<file path="config.mk">
export PLATFORM = sky130hd
export DESIGN_NAME = icache_refill
export DESIGN_NICKNAME = d
export VERILOG_FILES = /design/src/rtl/icache_refill.sv
export SDC_FILE = /design/constraint.sdc
export NUM_CORES = 1
export LEC_CHECK = 0
export CAP_MARGIN = 20
export CORE_MARGIN = 2
export CORE_UTILIZATION = 43
export CTS_CLUSTER_SIZE = 25
export DETAILED_ROUTE_END_ITERATION = 7
export PLACE_DENSITY = 0.87
export SYNTH_ARGS = -nofsm -noshare
export SYNTH_HDL_FRONTEND = slang
export SYNTH_SLANG_ARGS = --single-unit
</file>
<file path="constraint.sdc">
create_clock -name clk -period 2.99 [get_ports clk]
set_input_delay 0.897 -clock clk [delete_from_list [all_inputs] [get_ports clk]]
set_output_delay 0.897 -clock clk [all_outputs]
set_load 0.03 [all_outputs]
</file>
<file path="src/rtl/icache_refill.sv">
// rtl/icache_refill.sv - instruction cache two-word line refill controller
//
// On a cache miss, fetches the two 32-bit words of the aligned 8-byte line.
// It then presents the assembled line to the cache with a one-cycle write strobe.
// Every output comes straight from a flop.
//
// Ports:
//   clk          rising-edge clock
//   reset        synchronous active-high reset
//   cache_miss   miss flag from the instruction cache
//   miss_addr    fetch address that missed
//   mem_req      read request to instruction memory
//   mem_addr     word-aligned read address
//   mem_ack      mem_rdata is valid this cycle
//   mem_rdata    memory read word
//   block        assembled line, word 0 in the low half
//   cache_write  one-cycle line-write strobe
//   refill_busy  high whenever a refill is in progress
//   refill_count saturating count of completed refills
module icache_refill #(
  parameter int LINE_WORDS = 2,
  parameter int CNT_W      = 16
) (
  input  logic                    clk,
  input  logic                    reset,
  input  logic                    cache_miss,
  input  logic [31:0]             miss_addr,
  output logic                    mem_req,
  output logic [31:0]             mem_addr,
  input  logic                    mem_ack,
  input  logic [31:0]             mem_rdata,
  output logic [32*LINE_WORDS-1:0] block,
  output logic                    cache_write,
  output logic                    refill_busy,
  output logic [CNT_W-1:0]        refill_count
);

  typedef enum logic [2:0] {IDLE, REQ0, REQ1, WRITE, HOLD} state_t;

  state_t                  state_q, state_d;
  logic [31:0]             base_q, base_d;
  logic                    mem_req_q, mem_req_d;
  logic [31:0]             mem_addr_q, mem_addr_d;
  logic [32*LINE_WORDS-1:0] block_q, block_d;
  logic                    cache_write_q, cache_write_d;
  logic                    refill_busy_q, refill_busy_d;
  logic [CNT_W-1:0]        count_q, count_d;

  always_comb begin
    state_d  = state_q;
    base_d   = base_q;
    block_d  = block_q;
    count_d  = count_q;

    case (state_q)
      IDLE: begin
        if (cache_miss) begin
          // The low three address bits never matter: the line base is used
          // even for a misaligned fetch address.
          base_d  = miss_addr & 32'hFFFF_FFF8;
          state_d = REQ0;
        end
      end
      REQ0: begin
        if (mem_ack) begin
          block_d[31:0] = mem_rdata;
          state_d       = REQ1;
        end
      end
      REQ1: begin
        if (mem_ack) begin
          block_d[63:32] = mem_rdata;
          state_d        = WRITE;
          // The count is bumped as the line is committed, so it is already
          // updated in the cycle where cache_write is high.
          if (count_q != {CNT_W{1'b1}}) begin
            count_d = count_q + CNT_W'(1);
          end
        end
      end
      WRITE:   state_d = HOLD;
      // The cache is re-evaluating the fetch, so a miss seen here is stale.
      HOLD:    state_d = IDLE;
      default: state_d = IDLE;
    endcase

    // Outputs are decoded from the next state.
    // That way the registered values line up with the state they describe.
    mem_req_d     = (state_d == REQ0) || (state_d == REQ1);
    cache_write_d = (state_d == WRITE);
    refill_busy_d = (state_d != IDLE);
    if (state_d == REQ0) begin
      mem_addr_d = base_d;
    end else if (state_d == REQ1) begin
      mem_addr_d = base_d + 32'd4;  // wraps modulo 2^32
    end else begin
      mem_addr_d = mem_addr_q;
    end
  end

  always_ff @(posedge clk) begin
    if (reset) begin
      state_q       <= IDLE;
      base_q        <= '0;
      mem_req_q     <= 1'b0;
      mem_addr_q    <= '0;
      block_q       <= '0;
      cache_write_q <= 1'b0;
      refill_busy_q <= 1'b0;
      count_q       <= '0;
    end else begin
      state_q       <= state_d;
      base_q        <= base_d;
      mem_req_q     <= mem_req_d;
      mem_addr_q    <= mem_addr_d;
      block_q       <= block_d;
      cache_write_q <= cache_write_d;
      refill_busy_q <= refill_busy_d;
      count_q       <= count_d;
    end
  end

  assign mem_req      = mem_req_q;
  assign mem_addr     = mem_addr_q;
  assign block        = block_q;
  assign cache_write  = cache_write_q;
  assign refill_busy  = refill_busy_q;
  assign refill_count = count_q;

endmodule

</file>
==> reports/results.ini <==
[worst_setup_path]
cp-start-kind=input port
slowest_stage=or4_1
crit_buf_inv=3
r2r-start=state_q[1]
cp.required_ns=3.35
worstSetupEndpointType=register
critical-path-max-stage-delay_ns=0.52
cp_top_family=buffers and inverters
rr_endpoint=mem_addr[26]
arrival_ns=3.18
critPathMaxFanout=19
rrSetupSlack_ns=0.58
path_depth=8
rr_worst_depth=7
path_class=input port to register
worstPathCellList=clkdlybuf4s50_1, nor4b_4, buf_4, nand3_1, a21o_1, buf_4, or4_1, nand3_1

[final_layout]
ff_latch_area_um2=3000
postLayoutCoreUtil=0.625
multi_input_area_um2=3250
syn_to_final_growth_pct=44.0
antenna_cells=0
drive_above_1_share=0.112
nFillCells=1171
final_nets=1054

[flow_run]
drv_cap=0

[clock_network]
path_clk_slew_ns=0.06
cts_buffer_depth=2
clock-root-buffer=clkbuf_16
cts_max_level=4
cts_tree=yes
insertion_delay_ns=0.42
cts.sink_count=150
post-cts-setup-buffer-count=0
cts_buffers=17
cts-resized-gates=0
ctsHoldBuffers=0

[power]
power.density_nw_per_um2=563
power_mw=5.29
vdd_drop_max_uv=366
leakagePower_nw=3.35

[timing]
setup_ws_ns=0.164
period_share=0.945
rsz0062_at_grt=no
clock_skew_ns=0.00683
fin_tns_setup_ns=0
whs_ns=0.451
setup_violations=0
min_period_ns=2.83
max_freq_ghz=0.354
slew_violations=0
hold_violations=0
worstMarginPinSlew_ns=0.589
relSlewSlack=0.604

[floorplanning]
initial_utilization=0.434
num_io_pins=183
dieArea_um2=16200
dieWidth_um=127
rows=45
die_y_um=127
core_um2=15000

[synth]
syn_nets=855
yosys-mux-area-fraction=0.0500
synthCells=785
synth_top_family_by_area=simple AND/OR/NAND/NOR gates
ys_seq_area_frac=0.460
synth_simple_gate_area_share=0.276
synthXorXnorAreaFrac=0.0309
yosys.cell_types.count=64
synth_area_um2=6530
async_flop_share=0
syn_avg_cell_area_um2=8.31
ys.flop_type=dfxtp_1
synth_edf_count=0
ys.warnings.count=0
synth_adder_area_share=0.00383
ys_seq_elements=150
synth_compound_area_frac=0.132

[drt]
wirelength_mm=18.9
wl_per_cell_um=16.0
dr_total_vias=6506
via_per_inst=5.49
initialDrtViolationCount=381
drc=0
postRouteAntennaNets=0
dr.pass1.iters=5

[grt]
grt.busiest_layer=met2
grt_use_met3=0.0930
grt_util_met1=0.266
grt_pass1_wl_mm=30.0
grt_usage=0.230
grt_pass1_vias=6196
grt_max_degree=51
grt_use_met2=0.389
grt_antenna_before_repair=0
overflow=0

[min_path]
hp-class=register to register
holdPathStages=2
hp-start=mem_addr[9]
hold_end=mem_addr[9]

[placement]
place_congestion=0.858
dp_hpwl_mm=12.9
port_buffers=179
place_ws_ns=-0.255

[status]
status=completed

-- cells by family (layout without fill, tap and decap cells) --
family	count (synthesis)	count (layout)
AO/OA/AOI/OAI	139	139
adder cells (fa/ha/maj)	2	2
buffers and inverters	62	273
multiplexers	32	32
flip-flops	150	150
AND/OR/NAND/NOR	377	377
XOR/XNOR	23	23
-- through the flow --
step	std cells	instance area, um2
after detailed placement	1153	8780
after global placement	1153	8780
final	1184	9400
after floorplan	785	6530
after global routing	1184	9400
after CTS	1184	9400
-- power by group --
part	leakage (nW)	switching, mW	internal [mW]	total, mW
registers	1.22	0.0712	2.10	2.17
logic	1.83	0.498	0.397	0.895
clock network	0.296	0.839	1.38	2.22
total	3.35	1.41	3.88	5.29
-- cells in the final DEF, fill, tap and decap left out, drive strengths merged, types with 3 or more instances in the layout --
master	netlist	layout
mux2	5	5
nor3b	3	3
xnor2	17	17
nand4	17	17
and3	14	14
or3	8	8
o21ai	13	13
nor4b	3	3
a31oi	3	3
nand3	46	46
buf	20	58
xor2	6	6
o211ai	4	4
and4	4	4
dfxtp	150	150
a211o	3	3
clkinv	1	4
or4	7	7
a22o	3	3
clkbuf	36	21
bufinv	0	3
nor3	22	22
o311ai	5	5
inv	5	7
o31ai	8	8
mux2i	27	27
a21oi	80	80
nor4	16	16
nor2	54	54
nand2	172	172
clkdlybuf4s50	0	178
-- routing by layer --
layer | wire [um] | vias to the layer above
li1 | - | 3154
met2 | 9060 | 245
met3 | 1680 | 32
met5 | 0 | -
met1 | 7850 | 3075
met4 | 337 | 0
-- state kept, by name (all words and copies together) (netlist names) --
name / flops
mem_req: 1
refill_count: 16
cache_write: 1
mem_addr: 32
refill_busy: 1
block: 64
state_q: 3
base_q: 32
-- worst reg2reg max path, delay by kind of cell (launching register included) --
kind | cells | cell delay (ns)
AO/OA/AOI/OAI | 1 | 0.25
buffers and inverters | 2 | 0.53
flip-flops | 1 | 0.44
AND/OR/NAND/NOR | 4 | 1.13
-- area by class of cell --
| cell class | count | area share |
|---|---|---|
| Tap cell | 188 | 0.0250 |
| Multi-Input combinational cell | 573 | 0.346 |
| Clock buffer | 21 | 0.0501 |
| Inverter | 6 | 0.00240 |
| Clock inverter | 10 | 0.0154 |
| Sequential cell | 150 | 0.320 |
| Timing Repair Buffer | 236 | 0.241 |
-- cell usage after synthesis, types with 4 or more instances --
master,instances,area (um2)
nor4_1,15,93.8
nor2_1,53,199
mux2i_1,27,270
mux2_2,5,56.3
or3_1,8,50.1
xor2_1,6,52.6
nand3_1,44,220
inv_1,4,15.0
or4_1,7,52.6
nand4_1,17,106
xnor2_1,17,149
buf_6,6,67.6
clkbuf_1,36,135
o31ai_1,8,60.1
a21oi_1,79,395
buf_4,6,45.0
nand2_1,172,646
and3_1,14,87.6
and4_1,4,35.0
nor3_1,22,110
buf_2,5,25.0
dfxtp_1,150,3000
o21ai_0,12,60.1
o211ai_1,4,30.0
-- worst max-delay path by stage --
stage,startpoint,endpoint,slack [ns]
2_1_floorplan,cache_miss,mem_addr[28],0.008
6_report,cache_miss,mem_addr[26],0.16
5_1_grt,cache_miss,mem_addr[22],0.006
4_1_cts,cache_miss,mem_addr[26],0.18
3_3_place_gp,cache_miss,mem_addr[22],-0.23
3_5_place_dp,cache_miss,mem_addr[26],-0.26
(Power assumes the default switching activity.)
